## src/rtl/lc3_mem_ctrl.sv

```systemverilog
// lc3_mem_ctrl: LC-3 MAR/MDR owner turning controller strobes into a memory req/ack handshake.
// Optional MEM_TIMEOUT_EN aborts an unacknowledged access after TIMEOUT_CYC cycles.
module lc3_mem_ctrl #(
    parameter int ADDR_W      = 16,
    parameter int DATA_W      = 16,
    parameter int TIMEOUT_CYC = 255
) (
    input  logic              clk,
    input  logic              rst_n,
    input  logic [DATA_W-1:0] bus_in,
    input  logic              ldMAR,
    input  logic              ldMDR,
    input  logic              selMDR,
    input  logic              memWE,
    input  logic              enaMDR,
    output logic [DATA_W-1:0] mdr_bus,
    output logic              mem_busy,
    output logic              mem_done,
    output logic              protocol_err,
    output logic              mem_req,
    output logic              mem_we,
    output logic [ADDR_W-1:0] mem_addr,
    output logic [DATA_W-1:0] mem_wdata,
    input  logic [DATA_W-1:0] mem_rdata,
    input  logic              mem_ack
);
    typedef enum logic [1:0] {IDLE, RD, WR, DONE} state_t;

    localparam logic [DATA_W-1:0] TMO_DATA = DATA_W'(16'hDEAD);

    state_t            state_q, state_d;
    logic [ADDR_W-1:0] mar_q, mar_d;
    logic [DATA_W-1:0] mdr_q, mdr_d;
    logic              req_q, req_d, we_q, we_d, err_q, err_d;
    logic              idle, rd_cmd, wr_cmd, ld_cmd, go_rd, go_wr, illegal, tmo;

    assign idle   = state_q == IDLE;
    assign rd_cmd = ldMDR & selMDR;
    assign ld_cmd = ldMDR & ~selMDR;
    assign wr_cmd = memWE;
    assign go_rd  = idle & rd_cmd & ~wr_cmd & ~ldMAR;
    assign go_wr  = idle & wr_cmd & ~rd_cmd & ~ld_cmd & ~ldMAR;
    // Outside IDLE any strobe is a controller bug; inside IDLE only conflicting combinations are.
    assign illegal = idle ? (rd_cmd & wr_cmd) | (ldMAR & (rd_cmd | wr_cmd)) | (ld_cmd & wr_cmd)
                          : ldMAR | ldMDR | memWE;

`ifdef MEM_TIMEOUT_EN
    localparam int CW = $clog2(TIMEOUT_CYC + 1);
    logic [CW-1:0] cnt_q, cnt_d;
    assign tmo   = cnt_q == CW'(TIMEOUT_CYC - 1);
    assign cnt_d = ((state_q == RD) || (state_q == WR)) && !mem_ack ? cnt_q + CW'(1) : '0;
    always_ff @(posedge clk or negedge rst_n)
        if (!rst_n) cnt_q <= '0;
        else        cnt_q <= cnt_d;
`else
    assign tmo = 1'b0;
`endif

    always_comb begin
        state_d = state_q;
        mar_d   = mar_q;
        mdr_d   = mdr_q;
        err_d   = err_q | illegal;
        case (state_q)
            IDLE: begin
                if (ldMAR) mar_d = bus_in[ADDR_W-1:0];
                if (ld_cmd) mdr_d = bus_in;
                state_d = go_rd ? RD : go_wr ? WR : IDLE;
            end
            RD: begin
                if (mem_ack) begin
                    mdr_d   = mem_rdata;
                    state_d = DONE;
                end else if (tmo) begin
                    mdr_d   = TMO_DATA;
                    err_d   = 1'b1;
                    state_d = DONE;
                end
            end
            WR: begin
                if (mem_ack) state_d = DONE;
                else if (tmo) begin
                    err_d   = 1'b1;
                    state_d = DONE;
                end
            end
            default: state_d = IDLE;
        endcase
        req_d = (state_d == RD) || (state_d == WR);
        we_d  = state_d == WR;
    end

    always_ff @(posedge clk or negedge rst_n)
        if (!rst_n) begin
            state_q <= IDLE;
            mar_q   <= '0;
            mdr_q   <= '0;
            req_q   <= 1'b0;
            we_q    <= 1'b0;
            err_q   <= 1'b0;
        end else begin
            state_q <= state_d;
            mar_q   <= mar_d;
            mdr_q   <= mdr_d;
            req_q   <= req_d;
            we_q    <= we_d;
            err_q   <= err_d;
        end

    assign mdr_bus      = enaMDR ? mdr_q : '0;
    assign mem_busy     = !idle || go_rd || go_wr;
    assign mem_done     = state_q == DONE;
    assign protocol_err = err_q;
    assign mem_req      = req_q;
    assign mem_we       = we_q;
    assign mem_addr     = mar_q;
    assign mem_wdata    = mdr_q;
endmodule

```

## config.mk

```make
export PLATFORM = sky130hd
export DESIGN_NAME = lc3_mem_ctrl
export DESIGN_NICKNAME = d
export VERILOG_FILES = /design/src/rtl/lc3_mem_ctrl.sv
export SDC_FILE = /design/constraint.sdc
export NUM_CORES = 1
export LEC_CHECK = 0
export CAP_MARGIN = 30
export CORE_AREA = 2 2 70 72
export DETAILED_ROUTE_END_ITERATION = 8
export DIE_AREA = 0 0 72 74
export HOLD_SLACK_MARGIN = 0.12
export PLACE_DENSITY_LB_ADDON = 0.05
export RECOVER_POWER = 25
export SLEW_MARGIN = 20
export SYNTH_ARGS = -nofsm -noshare
export SYNTH_HDL_FRONTEND = slang
export SYNTH_SLANG_ARGS = --single-unit
```

## constraint.sdc

```tcl
create_clock -name clk -period 5.4 [get_ports clk]
set_input_delay 0.54 -clock clk [delete_from_list [all_inputs] [get_ports clk]]
set_output_delay 0.54 -clock clk [all_outputs]
set_load 0.05 [all_outputs]
```

==> results of run 1 <==
worst register-to-register path, cell delays in order, from the launching register on:
cell and delay (ns):
dfrtp_1 0.40, inv_1 0.09, ha_1 0.74, mux2i_2 0.17
a21oi_4 0.60, mux2_2 0.41
state kept, by name, indices dropped and copies added, names as in the netlist:
| register | count |
|---|---|
| protocol_err | 1 |
| mem_wdata | 16 |
| state_q | 2 |
| mem_req | 1 |
| mem_addr | 16 |
| mem_we | 1 |
layer usage:
layer	track usage [%]	vias up	wire length (um)	part of all wire, %
met4	5.87	0	29	0.64
met3	5.56	4	306	6.8
met1	21.5	687	1850	41
li1	-	647	-	-
met2	31.7	51	2330	51
met5	0	-	0	0
layout make-up:
type	count	area share, %
sequential	37	32.1
tap	54	2.34
clock buffer	7	3.34
clock inverter	1	0.174
inverter	4	0.521
timing repair buffer	92	31.7
multi-input combinational	87	29.8
cell families (layout without fill, tap and decap cells):
logic type	Yosys count	in the layout	synth area share, %
multiplexers	50	50	32.6
buffers and inverters	10	104	3.52
flip-flops	37	37	50.0
adder cells (fa/ha/maj)	4	4	2.70
AND/OR/NAND/NOR	24	24	7.64
AO/OA/AOI/OAI	9	9	3.52
how the worst max path moves through the flow:
stage / from / end / slack, ns / depth (start not counted)
6_report: ldMDR / mem_busy / 2.43 / 5
4_1_cts: ldMDR / mem_busy / 2.43 / 5
5_1_grt: ldMDR / mem_busy / 2.28 / 5
3_3_place_gp: ldMDR / mem_busy / 2.49 / 5
3_5_place_dp: ldMDR / mem_busy / 2.43 / 5
2_1_floorplan: memWE / mem_busy / 2.92 / 2
stage by stage:
stage | hold slack, ns | instances | power [uW]
3_3_place_gp | 0.466 | 274 | 1920
4_1_cts | 0.375 | 282 | 2160
3_5_place_dp | 0.489 | 274 | 1950
6_report | 0.506 | 282 | 2140
2_1_floorplan | 0.244 | 134 | 1510
5_1_grt | 0.524 | 282 | 2240
where the power goes:
part / leakage [uW] / internal [uW] / total [uW] / switching [uW]
Sequential: 0.000434 / 417 / 502 / 84.8
Clock: 0.0000542 / 115 / 211 / 95.9
Combinational: 0.000713 / 566 / 1430 / 863
placed cells by master, fill, tap and decap left out:
| cell | instances |
|---|---|
| mux2_2 | 39 |
| a21oi_4 | 1 |
| o31ai_1 | 1 |
| o21ai_0 | 3 |
| clkinv_2 | 1 |
| a21oi_1 | 1 |
| nor2_1 | 1 |
| nand2b_1 | 3 |
| and2_1 | 16 |
| clkbuf_1 | 1 |
| mux2i_2 | 1 |
| clkdlybuf4s50_1 | 91 |
| a31oi_1 | 1 |
| nor2b_1 | 1 |
| nand3_1 | 1 |
| a211oi_1 | 1 |
| clkbuf_8 | 7 |
| inv_1 | 4 |
| dfrtp_1 | 37 |
| mux2_4 | 10 |
| o21bai_1 | 1 |
| ha_1 | 4 |
| nand2_1 | 2 |
==> flow_metrics.tcl, run 1 <==
set metrics [dict create \
    cp-end-kind "output pin" \
    synthTopCellsByArea "dfrtp_1 50%, mux2_2 24%, mux2_4 8.1%, and2_1 5.4%, ha_1 2.7%" \
    drv_slew 38 \
    drt_pass1_iterations 4 \
    insertion_delay_ns 0.28 \
    r2r_slack_ns 2.89 \
    hold_buffers 0 \
    slew_headroom_pct -28.8 \
    synth-edff-count 0 \
    grt_pass1_vias 1534 \
    io_pins 93 \
    violations "capacitance limit, slew limit" \
    reg2regPathDepth 5 \
    diodes 0 \
    holdCritStartpoint "protocol_err" \
    fin_crit_ns 2.97 \
    hold_class "flip-flop to flip-flop" \
    crit_fanout 6 \
    drt_iter0_markers 42 \
    cts_resized 0 \
    ys_top_cells_by_count "39 x mux2_2, 37 x dfrtp_1, 16 x and2_1, 10 x mux2_4" \
    hold_viol_final 0 \
    grt_setup_unrepaired "false" \
    critPathKind "primary input to output pin" \
    fin_util_pct 62.7 \
    crit_family "buffers and inverters" \
    pre_cts_slack_ns 2.43 \
    synthFlopType "dfrtp_1" \
    pwr_density_cell_nw_per_um2 743 \
    path_cells "clkdlybuf4s50_1, nand2_1, mux2_2, o21ai_0, clkdlybuf4s50_1" \
    hold_end "protocol_err" \
    holdPathStages 1 \
    clkTransAtPathRegs_ns 0.07 \
    die_area_um2 5330 \
    cts.sinks 37 \
    ctsRootBufferMaster "clkbuf_8" \
    drt-total-wl_um 4520 \
    setup_ws_ns 2.43 \
    max_cap_viol_count 1 \
    async_reset_ff_share_pct 100 \
    max_stage_delay_ns 0.82 \
    critPathBufInv 2 \
    tightest_slew_ns 1.93 \
    cp.required_ns 4.86 \
    syn_inst 134 \
    gp_congestion 0.865 \
    die_w_um 72 \
    avgSynthCellArea_um2 13.8 \
    yosys.area.top_type_share_pct 50.0 \
    fin_area_um2 2880 \
    fp-row-count 25 \
    worstReg2RegEnd "mem_wdata[12]" \
    synth_top_area_cell "dfrtp_1" \
    critPathLaunchType "primary input" \
    antenna_found_initial 0 \
    tns_ns 0 \
    ir_drop_mv 0.374 \
    syn-cell-area_um2 1850 \
    start_util_pct 40.2 \
    die_y_um 74 \
    rr_startpoint "state_q[1]" \
    yosysWarnings 0 \
    synth_most_common_cell "mux2_2" \
    cts_buffers 5 \
    leakage_uw 0.00120 \
    yosys.cell_types.count 23 \
    crit_top_cell "clkdlybuf4s50_1" \
    grt_max_degree 38 \
    clockBufferDepth 2 \
    cp_data_arrival_time_ns 2.43 \
    grt_overflow_total 0 \
    dp_hpwl_um 3320 \
    ant_nets 0 \
    ys_ff_latch 37 \
    nets 271 \
    max_clock_freq_mhz 336 \
    htreeDepth 2 \
    port_buffers 92 \
    cp_slowest_cell "clkdlybuf4s50_1" \
    cts_setup_buffers 0 \
    core_area_um2 4600 \
    place_area_um2 2780 \
    drive_above_1_share_pct 25.9 \
    synth_nets 178 \
    ys_seq_area_share_pct 50.0 \
    grt_pass1_wl_um 7290 \
    setup_viol 0 \
    wl_per_cell_um 16.0 \
    via_per_inst 4.93 \
    vias 1389 \
    route.detailed.drc 0 \
    clock_skew_ns 0.00359 \
    filler_cell_count 372 \
    outcome "complete, but fails checks" \
    multiInputGateArea_um2 860 \
    cts_tree "done" \
    grtUsageTotal_pct 18.1 \
    ff_latch_area_um2 926 \
    area_growth_pct 55.8 \
    fin_crit_sh_pct 55.1 \
]
No activity file was read; power rests on OpenSTA's default activity.
==> run 2, diff against run 1 <==
- CORE_AREA: 2 2 70 72 -> 2 2 72 74
- DIE_AREA: 0 0 72 74 -> 0 0 74 76
- clock period: 5.4 -> 2.8 ns (I/O delays scaled with it)
==> flow_metrics.tcl, run 2 (synthesis gave the netlist of run 1 again) <==
set metrics [dict create \
    holdCritStartpoint "protocol_err" \
    core_area_um2 4910 \
    drv_slew 38 \
    grt_pass1_wl_um 7230 \
    switching_power_uw 2000 \
    critPathLaunchType "primary input" \
    gp_congestion 0.769 \
    final_cell_mix "89 x clkdlybuf4s50_1, 39 x mux2_2, 37 x dfrtp_1" \
    via_per_inst 4.67 \
    wl_per_cell_um 15.2 \
    grt_overflow_total 0 \
    fin_crit_sh_pct 88.0 \
    internal_power_uw 2090 \
    die_w_um 74 \
    cts_setup_buffers 0 \
    hold_class "flip-flop to flip-flop" \
    drt_iter0_markers 55 \
    worstReg2RegEnd "mem_wdata[12]" \
    tns_ns 0 \
    grt.busiest_layer "met2" \
    start_util_pct 37.7 \
    drt_pass1_iterations 4 \
    pre_cts_slack_ns 0.350 \
    nets 273 \
    slew_headroom_pct -34.2 \
    ir_drop_mv 0.610 \
    netSwitchingFraction_pct 48.9 \
    io_pins 93 \
    holdPathStages 1 \
    cts_buffers 5 \
    max_clock_freq_mhz 406 \
    outcome "complete, but fails checks" \
    route.detailed.drc 0 \
    leakage_uw 0.00120 \
    fin_crit_ns 2.46 \
    cp_data_arrival_time_ns 2.18 \
    r2r_slack_ns 0.75 \
    cp-end-kind "output pin" \
    cts_resized 0 \
    fp-row-count 26 \
    grtUsageMet1_pct 20.7 \
    clock_skew_ns 0.00326 \
    dp_hpwl_um 3350 \
    grtUsageTotal_pct 16.8 \
    met3_usage_pct 5.69 \
    holdWs_ns 0.505 \
    setup_ws_ns 0.336 \
    violations "capacitance limit, slew limit" \
    p_seq_share_pct 23.7 \
    p_comb_share_pct 67.3 \
    critPathKind "primary input to output pin" \
    cp.required_ns 2.52 \
    antenna_found_initial 0 \
    hold_buffers 0 \
    die_y_um 76 \
    grt_max_degree 38 \
    filler_cell_count 396 \
    max_cap_viol_count 1 \
    htreeDepth 2 \
    reg2regPathDepth 5 \
    rr_startpoint "state_q[0]" \
    vias 1395 \
    ctsRootBufferMaster "clkbuf_8" \
    area_growth_pct 56.7 \
    setup_viol 0 \
    power_frac_clock_pct 9.0 \
    port_buffers 92 \
    insertion_delay_ns 0.28 \
    clockBufferDepth 2 \
    die_area_um2 5620 \
    hold_viol_final 0 \
    final_common_cell "clkdlybuf4s50_1" \
    grt_use_met2_pct 28.2 \
    hold_end "protocol_err" \
    ant_nets 0 \
    drt-total-wl_um 4550 \
    cts_tree "done" \
    diodes 0 \
    pwr_density_cell_nw_per_um2 1410 \
    drive_above_1_share_pct 26.6 \
    grt_setup_unrepaired "false" \
    tightest_slew_ns 2.01 \
    clkTransAtPathRegs_ns 0.07 \
    crit_fanout 6 \
    grt_pass1_vias 1474 \
    cts.sinks 37 \
]
[run 2: changes by cell type in the layout (fill, tap and decap cells not counted), sizes merged]
cell and change:
buf +4, clkdlybuf4s50 -2, clkinv -1
[run 2: worst max-delay path by stage]
stage	slack (ns)	to	cells after the start	startpoint
after floorplan	0.84	mem_busy	2	memWE
after global placement	0.41	mem_busy	5	ldMDR
after detailed placement	0.35	mem_busy	5	ldMDR
after CTS	0.35	mem_busy	5	ldMDR
after global routing	0.26	mem_busy	5	ldMDR
final	0.34	mem_busy	5	ldMDR
[run 2: cell type report]
class,instances,area [um2],area share (%)
tap,70,87.6,3.02
multi-input combinational,87,860,29.7
timing repair buffer,94,925,31.9
inverter,4,15.0,0.518
clock buffer,7,86.3,2.98
sequential,37,926,31.9
[run 2: worst max-delay path, stage by stage]
cell             delay (ns)
clkdlybuf4s50_1        0.56
nand2_1                0.10
mux2_2                 0.27
o21ai_0                0.15
clkdlybuf4s50_1        0.82
[run 2: per-stage QoR]
| stage | util (%) | area [um2] | std cells | total power (uW) |
|---|---|---|---|---|
| final | 59.0 | 2900 | 299 | 4090 |
| after global routing | 59.0 | 2900 | 299 | 4290 |
| after CTS | 59.0 | 2900 | 299 | 4140 |
| after detailed placement | 57.3 | 2810 | 292 | 3760 |
| after global placement | 57.3 | 2810 | 292 | 3710 |
| after floorplan | - | 1850 | 134 | 2910 |
[run 2: power groups by stage]
stage	Clock (uW)	Sequential, uW	Combinational [uW]
2_1_floorplan	0	1830	1080
3_3_place_gp	0	960	2750
3_5_place_dp	0	978	2780
4_1_cts	383	970	2780
5_1_grt	402	1000	2880
6_report	369	968	2750
[run 2: per-layer routing]
layer / share of wire [%] / vias up / wire (um)
met4: 0.83 / 0 / 38
met3: 7.7 / 4 / 351
met2: 51 / 57 / 2320
li1: - / 650 / -
met1: 40 / 684 / 1840
met5: 0 / - / 0
